File: src/rtl/mult_sched_pkg.sv
// -----------------------------------------------------------------------------
// mult_sched_pkg
//   Shared types for the multiply issue scheduler:
//     state_e     - scheduler FSM states (idle / running / draining)
//     inflight_t  - one multiplier pipeline slot: valid flag + destination reg
//   REG_ADDR_WIDTH_DEF is the register address width carried by inflight_t;
//   the scheduler's REG_ADDR_WIDTH parameter defaults to it and must match it.
// -----------------------------------------------------------------------------
package mult_sched_pkg;

  localparam int REG_ADDR_WIDTH_DEF = 4;

  typedef enum logic [1:0] {
    S_IDLE  = 2'd0,
    S_RUN   = 2'd1,
    S_DRAIN = 2'd2
  } state_e;

  typedef struct packed {
    logic                          valid;
    logic [REG_ADDR_WIDTH_DEF-1:0] dst;
  } inflight_t;

endpackage

File: src/rtl/mult_inflight_pipe.sv
// -----------------------------------------------------------------------------
// mult_inflight_pipe
//   Tracks every issued multiply through the fixed-latency multiplier and
//   keeps the per-register pending scoreboard.
//   Ports:
//     clk, rst      clock, synchronous active-high reset (drops all entries)
//     issue_valid   a command is issued this cycle
//     issue_dst     destination register of the issued command
//     wb_valid      the oldest entry leaves the multiplier this cycle
//     wb_dst        destination register of that entry
//     pend          one bit per register: a product for it is still in flight
//     empty         no entry valid anywhere in the pipe
//   Timing: an entry issued in cycle T sits in stage k during cycle T+1+k and
//   is reported on wb_* in cycle T+MULT_LAT. pend[dst] rises at T+1 and falls
//   at T+MULT_LAT+1.
// -----------------------------------------------------------------------------
module mult_inflight_pipe
  import mult_sched_pkg::*;
#(
  parameter int REG_ADDR_WIDTH = REG_ADDR_WIDTH_DEF,
  parameter int MULT_LAT       = 3
) (
  input  logic                        clk,
  input  logic                        rst,
  input  logic                        issue_valid,
  input  logic [REG_ADDR_WIDTH-1:0]   issue_dst,
  output logic                        wb_valid,
  output logic [REG_ADDR_WIDTH-1:0]   wb_dst,
  output logic [(1<<REG_ADDR_WIDTH)-1:0] pend,
  output logic                        empty
);

  localparam int NUM_REGS = 1 << REG_ADDR_WIDTH;

  inflight_t              stage_reg [MULT_LAT];
  logic [MULT_LAT-1:0]    stage_valid;
  logic [NUM_REGS-1:0]    pend_reg;
  logic [NUM_REGS-1:0]    pend_next;

  // Shift register: stage 0 captures the issue, the last stage is the
  // write-back slot. Entries never stall, so the latency is exact.
  always_ff @(posedge clk) begin
    if (rst) begin
      for (int i = 0; i < MULT_LAT; i++) begin
        stage_reg[i] <= '0;
      end
    end else begin
      stage_reg[0].valid <= issue_valid;
      stage_reg[0].dst   <= REG_ADDR_WIDTH_DEF'(issue_dst);
      for (int i = 1; i < MULT_LAT; i++) begin
        stage_reg[i] <= stage_reg[i-1];
      end
    end
  end

  genvar gi;
  generate
    for (gi = 0; gi < MULT_LAT; gi++) begin : g_stage_valid
      assign stage_valid[gi] = stage_reg[gi].valid;
    end
  endgenerate

  assign wb_valid = stage_reg[MULT_LAT-1].valid;
  assign wb_dst   = REG_ADDR_WIDTH'(stage_reg[MULT_LAT-1].dst);
  assign empty    = ~|stage_valid;

  // Clear before set: the issue side never targets a register that is still
  // pending, so the order only matters for readability, but setting last
  // keeps a fresh issue authoritative.
  always_comb begin
    pend_next = pend_reg;
    if (wb_valid) begin
      pend_next[wb_dst] = 1'b0;
    end
    if (issue_valid) begin
      pend_next[issue_dst] = 1'b1;
    end
  end

  always_ff @(posedge clk) begin
    if (rst) begin
      pend_reg <= '0;
    end else begin
      pend_reg <= pend_next;
    end
  end

  assign pend = pend_reg;

endmodule

File: src/rtl/mult_issue_scheduler.sv
// -----------------------------------------------------------------------------
// mult_issue_scheduler
//   Sequences a register file + fixed-latency multiplier datapath.
//   Multiply commands (dst = src1 * src2) drive the register read ports in the
//   accept cycle; the product is written back MULT_LAT cycles later through the
//   single write port (w_sel=1). Host writes share that port and always lose
//   to a write-back. A per-register pending scoreboard blocks RAW/WAW hazards.
//   Ports:
//     clk, rst                       clock, synchronous active-high reset
//     cmd_valid/ready, cmd_dst/src1/src2   multiply command handshake
//     host_wr_valid/ready, host_wr_addr/data  host register write handshake
//     drain_req / drain_done         stop taking commands / pulse when empty
//     busy                           any multiply in flight
//     retire_cnt                     write-backs completed (wrapping)
//     r_valid1/2, r_addr1/2          register file read ports
//     w_valid, w_sel, w_addr, w_data register file write port
//                                    (w_sel=1 selects multiplier output)
// -----------------------------------------------------------------------------
module mult_issue_scheduler
  import mult_sched_pkg::*;
#(
  parameter int REG_ADDR_WIDTH = REG_ADDR_WIDTH_DEF,
  parameter int REG_DATA_WIDTH = 16,
  parameter int MULT_LAT       = 3,
  parameter int CNT_WIDTH      = 16
) (
  input  logic                      clk,
  input  logic                      rst,
  input  logic                      cmd_valid,
  output logic                      cmd_ready,
  input  logic [REG_ADDR_WIDTH-1:0] cmd_dst,
  input  logic [REG_ADDR_WIDTH-1:0] cmd_src1,
  input  logic [REG_ADDR_WIDTH-1:0] cmd_src2,
  input  logic                      host_wr_valid,
  output logic                      host_wr_ready,
  input  logic [REG_ADDR_WIDTH-1:0] host_wr_addr,
  input  logic [REG_DATA_WIDTH-1:0] host_wr_data,
  input  logic                      drain_req,
  output logic                      drain_done,
  output logic                      busy,
  output logic [CNT_WIDTH-1:0]      retire_cnt,
  output logic                      r_valid1,
  output logic [REG_ADDR_WIDTH-1:0] r_addr1,
  output logic                      r_valid2,
  output logic [REG_ADDR_WIDTH-1:0] r_addr2,
  output logic                      w_valid,
  output logic                      w_sel,
  output logic [REG_ADDR_WIDTH-1:0] w_addr,
  output logic [REG_DATA_WIDTH-1:0] w_data
);

  localparam int NUM_REGS = 1 << REG_ADDR_WIDTH;

  state_e                      state_reg;
  state_e                      state_next;
  logic                        cmd_accept;
  logic                        host_accept;
  logic                        wb_valid;
  logic [REG_ADDR_WIDTH-1:0]   wb_dst;
  logic [NUM_REGS-1:0]         pend;
  logic                        pipe_empty;
  logic [CNT_WIDTH-1:0]        retire_cnt_reg;

  mult_inflight_pipe #(
    .REG_ADDR_WIDTH (REG_ADDR_WIDTH),
    .MULT_LAT       (MULT_LAT)
  ) u_pipe (
    .clk         (clk),
    .rst         (rst),
    .issue_valid (cmd_accept),
    .issue_dst   (cmd_dst),
    .wb_valid    (wb_valid),
    .wb_dst      (wb_dst),
    .pend        (pend),
    .empty       (pipe_empty)
  );

  // Handshakes. Held low while reset is asserted so nothing is issued into a
  // pipe that is being cleared. Checking dst as well as both sources covers
  // WAW and the dst==src case with the same test.
  assign cmd_ready = !rst && (state_reg != S_DRAIN) &&
                     !pend[cmd_src1] && !pend[cmd_src2] && !pend[cmd_dst];
  assign host_wr_ready = !rst && !wb_valid && !pend[host_wr_addr];

  assign cmd_accept  = cmd_valid && cmd_ready;
  assign host_accept = host_wr_valid && host_wr_ready;

  // FSM. drain_req takes priority over a simultaneous accept; an op accepted
  // in that same cycle is simply part of what the drain waits for.
  always_comb begin
    state_next = state_reg;
    case (state_reg)
      S_IDLE: begin
        if (drain_req) begin
          state_next = S_DRAIN;
        end else if (cmd_accept) begin
          state_next = S_RUN;
        end
      end
      S_RUN: begin
        if (drain_req) begin
          state_next = S_DRAIN;
        end else if (pipe_empty && !cmd_accept) begin
          state_next = S_IDLE;
        end
      end
      S_DRAIN: begin
        if (pipe_empty) begin
          state_next = S_IDLE;
        end
      end
      default: state_next = S_IDLE;
    endcase
  end

  always_ff @(posedge clk) begin
    if (rst) begin
      state_reg <= S_IDLE;
    end else begin
      state_reg <= state_next;
    end
  end

  // Pulses exactly once: the cycle DRAIN sees an empty pipe it also leaves.
  assign drain_done = (state_reg == S_DRAIN) && pipe_empty;
  assign busy       = !pipe_empty;

  always_ff @(posedge clk) begin
    if (rst) begin
      retire_cnt_reg <= '0;
    end else if (wb_valid) begin
      retire_cnt_reg <= retire_cnt_reg + CNT_WIDTH'(1);
    end
  end

  assign retire_cnt = retire_cnt_reg;

  // Read ports: operands are fetched in the accept cycle itself.
  assign r_valid1 = cmd_accept;
  assign r_valid2 = cmd_accept;
  assign r_addr1  = cmd_accept ? cmd_src1 : '0;
  assign r_addr2  = cmd_accept ? cmd_src2 : '0;

  // Write port: write-back has priority; host_accept is already false in a
  // write-back cycle, so the two never overlap.
  always_comb begin
    w_valid = 1'b0;
    w_sel   = 1'b0;
    w_addr  = '0;
    w_data  = '0;
    if (wb_valid) begin
      w_valid = 1'b1;
      w_sel   = 1'b1;
      w_addr  = wb_dst;
    end else if (host_accept) begin
      w_valid = 1'b1;
      w_addr  = host_wr_addr;
      w_data  = host_wr_data;
    end
  end

endmodule

File: config.mk
export PLATFORM = sky130hd
export DESIGN_NAME = mult_issue_scheduler
export DESIGN_NICKNAME = d
export VERILOG_FILES = /design/src/rtl/mult_sched_pkg.sv /design/src/rtl/mult_inflight_pipe.sv /design/src/rtl/mult_issue_scheduler.sv
export SDC_FILE = /design/constraint.sdc
export NUM_CORES = 1
export LEC_CHECK = 0
export BUFFER_PORTS_ARGS = -buffer_cell sky130_fd_sc_hd__buf_2
export CAP_MARGIN = 40
export CORE_MARGIN = 10
export CORE_UTILIZATION = 55
export CTS_CLUSTER_SIZE = 40
export DETAILED_ROUTE_END_ITERATION = 10
export GPL_ROUTABILITY_DRIVEN = 0
export PLACE_DENSITY = 0.86
export SLEW_MARGIN = 20
export SYNTH_ARGS = -nofsm -noshare
export SYNTH_HDL_FRONTEND = slang
export SYNTH_HIERARCHICAL = 1
export SYNTH_SLANG_ARGS = --single-unit
File: constraint.sdc
create_clock -name clk -period 8.5 [get_ports clk]
set_clock_uncertainty 0.2 [all_clocks]
set_input_delay 1.7 -clock clk [delete_from_list [all_inputs] [get_ports clk]]
set_output_delay 1.7 -clock clk [all_outputs]
set_load 0.02 [all_outputs]
==> reports/results.env <==
TIMING.REG2REG.WORST_PATH_DEPTH=7
SYNTH-ASYNC-RESET-RATIO=0
WORSTPATHARRIVAL_NS=4.21
MAXIMUM_NUMBER_OF_PINS_ON_ONE_NET_BEFORE_GLOBAL_ROUTE_REPAIR=40
CORE_AREA_MM2=0.004755
POSTSYNTHNETCOUNT=333
SYNTH-EDFF-COUNT=0
CP.BUFFERS_INVERTERS=2
YOSYS_REGISTER_BITS=49
TIMING_HOLD_VIOLATIONS_FINAL=0
WORST_PATH_MOST_REPEATED_CELL='buf_2'
DRT-TOTAL-WL_UM=7542
PATH_CELLS='buf_2, mux4_2, a22o_1, nor4_1, nand4_1, nor2_1, buf_2'
DRT-INITIAL-DRC-COUNT=256
FLOORPLAN.DIE.HEIGHT_UM=90.33
CRITICAL_PATH_REQUIRED_NS=6.60
DETAILEDPLACEMENTHPWL_UM=5815
STATUS='finished, final reports clean'
WORSTHOLDPATHTYPE='flop to flop'
SYNTH.CELL_AREA_MM2=0.002720
DR_TOTAL_VIAS=2525
WORST_HOLD_STARTPOINT='u_pipe/stage_reg[0][8]'
SYNTH-WARNING-COUNT=6
PATH_CLASS='primary input to primary output'
CRITICAL_PATH.TOP_DELAY_FAMILY='simple AND/OR/NAND/NOR gates'
MAX_FREQ_GHz=0.1636
ROWS=25
GRT_ANTENNA_BEFORE_REPAIR=0
CTSRESIZECOUNT=0
SYN_AREA_PER_CELL_UM2=9.221
WORST_IR_DROP_VDD_uV=130.7
ANTENNA-DIODE-COUNT=0
YS.FLOP_TYPE='dfxtp_1'
MAXSLEWHEADROOM=0.5594
CRITICAL-PATH-SLOWEST-CELL='mux4_2'
SETUP_REPAIR_AFTER_GLOBAL_ROUTING_MISSED_ITS_MARGIN='false'
TIMING.CRITICAL_PATH.SLOWEST_CELL_DELAY_NS=0.55
REGTOREGSETUPSLACK_NS=5.22
GRT_FIRST_PASS_WIRELENGTH_UM=12120
STARTING_UTILIZATION_OF_THE_CORE_AREA=0.5721
CTS_HOLD_BUF=0
CLKTRANSATPATHREGS_NS=0.09
POSTLAYOUTCELLAREA_MM2=0.003247
R2R_END='u_pipe/pend[8]'
POWER.STATIC_LEAKAGE_nW=1.396
FINAL_CELL_COUNT_NO_FILL=440
POST-ROUTE-DRC-COUNT=0
REPORT.FINAL.SLEW_VIOL_COUNT=0
DIE_W_UM=90.33
MAX_CAP_VIOL_COUNT=0
FIRST_GLOBAL_VIAS=2332
POWERDENSITY_mW_PER_MM2=135.7
CTS_NUM_SINKS=49
CP-END-KIND='primary output'
SHARE_OF_LAYOUT_CELLS_ABOVE_DRIVE_STRENGTH_1=0.3164
PLACEMENT_STAGE_WORST_SETUP_SLACK_NS=2.329
CLOCK_TREE_ROOT_BUFFER_CELL='clkbuf_8'
CLKLATENCYLATEPIN_NS=0.31
SYNTH.LIB_CELLS_USED.DISTINCT=46
POST_CTS_SETUP_REPAIR_BUFS=0
CTS_BUFFER_DEPTH=2
FLOORPLAN.IO_PINS=89
ANT_NETS=0
FINAL.SETUP.WORST_SLACK_NS=2.388
NNETSFINAL=410
ROUTE.DETAILED.VIAS_PER_INST=5.739
CRIT_START='cmd_dst[1]'
FINALSETUPVIOLATIONS=0
SYNTH_SEQUENTIAL_AREA_RATIO=0.3606
TIMING.FINAL.CRIT_SHARE=0.7191
DR.PASS1.ITERS=4
POST-ROUTE-UTIL=0.6829
TIGHTESTPINTRANSITION_NS=0.6609
AREA.GROWTH.SYNTH_TO_FINAL_PCT=19.37
STARTPOINT_TYPE='primary input'
FP.DIEAREA_MM2=0.008159
AVGROUTEDWIREPERCELL_UM=17.14
CTS_TREE='done'
PORT-BUFFER-COUNT=88
NETLIST_INSTANCES=295
LAYOUT_MIN_CYCLE_TIME_NS=6.112
WORSTSETUPPATHDEPTH=7
FINAL.SETUP.TNS_NS=0
DETAILED_PLACE.AREA_MM2=0.003149
RR_STARTPOINT='u_pipe/pend[4]'
GLOBALROUTE.TOTALOVERFLOW=0
CP_MAX_FO=12
POST-PLACE-CELLS=431
HTREEDEPTH=2
TRITONCTS.NUM_BUFFERS=5
TRACK_USAGE=0.1772
CP-ENDPOINT='r_valid2'
layer usage:
| metal | track usage | share of wire | vias to the layer above |
|---|---|---|---|
| li1 | - | - | 1221 |
| met1 | 0.2294 | 0.42 | 1160 |
| met2 | 0.2857 | 0.47 | 135 |
| met3 | 0.04738 | 0.091 | 9 |
| met4 | 0.04244 | 0.012 | 0 |
| met5 | 0 | 0 | - |
worst min path at each step:
| stage | depth (start not counted) | slack [ns] | endpoint |
|---|---|---|---|
| floorplan | 1 | 0.21 | u_pipe/stage_reg[0][10] |
| global placement | 1 | 0.22 | u_pipe/stage_reg[0][13] |
| detailed placement | 1 | 0.23 | u_pipe/stage_reg[0][13] |
| CTS | 1 | 0.25 | u_pipe/stage_reg[0][13] |
| global route | 1 | 0.26 | u_pipe/stage_reg[0][7] |
| finish | 1 | 0.25 | u_pipe/stage_reg[0][13] |
power by group:
group / total (mW) / leakage, nW / switching (mW) / internal, mW
Combinational: 0.0651 / 0.954 / 0.0394 / 0.0257
Clock: 0.139 / 0.0445 / 0.0801 / 0.0584
Sequential: 0.237 / 0.397 / 0.00350 / 0.233
Total: 0.440 / 1.40 / 0.123 / 0.317
Yosys cell counts, types with 5 or more instances:
library cell  number  area share
mux4_2            14        0.12
nand3b_1           5       0.014
nand4_1            6       0.014
nand3_1            9       0.017
nand2b_1           5       0.011
clkbuf_1           8       0.011
mux2i_1           11       0.040
nor2_1            18       0.025
and2_1            16       0.037
o211ai_1          12       0.033
dfxtp_1           49        0.36
nor2b_1           18       0.041
o21ai_0           21       0.039
xor2_1             8       0.026
nor3_1            16       0.029
inv_1             13       0.018
buf_4              5       0.014
nand2_1           10       0.014
through the flow:
stage / hold WS, ns / power, mW
after global placement: 0.2171 / 0.3048
after CTS: 0.2529 / 0.4421
after global routing: 0.2568 / 0.4586
after floorplan: 0.2138 / 0.2827
after detailed placement: 0.2272 / 0.3067
final: 0.2486 / 0.4405
cell usage in the layout (no fill, tap or decap), types with 2 or more instances in the layout:
master	count
a21oi_1	4
a22o_1	4
and2_1	16
and3_1	3
buf_2	88
clkbuf_8	5
dfxtp_1	49
inv_1	13
mux2i_1	11
mux4_2	14
nand2_1	10
nand2b_1	5
nand3_1	9
nand3b_1	5
nand4_1	6
nor2_1	18
nor2b_1	18
nor3_1	16
nor4_1	2
nor4b_1	2
o211ai_1	12
o21ai_0	21
o311ai_0	3
or2_1	2
or3_1	3
or3b_2	2
xnor2_1	4
xor2_1	8
cell families after synthesis:
kind of cell | count (synthesis) | synth area share
and+or+nand+nor | 121 | 0.2525
AOI/OAI and AO/OA | 53 | 0.1288
DFF | 49 | 0.3606
adders and majority gates | 1 | 0.004599
xor gates and xnor gates | 12 | 0.03864
buffers and inverters | 33 | 0.05428
muxes | 26 | 0.1605
layout make-up:
type                    instances  area (µm²)
inverters                      14       52.55
clock buffers                   5       68.82
well taps                      67       83.83
fillers                       399        1508
clock inverters                 3       21.27
repair buffers                 89       447.9
flip-flops and latches         49       980.9
multi-input cells             213        1592
No activity file was read; power rests on OpenSTA's default activity.
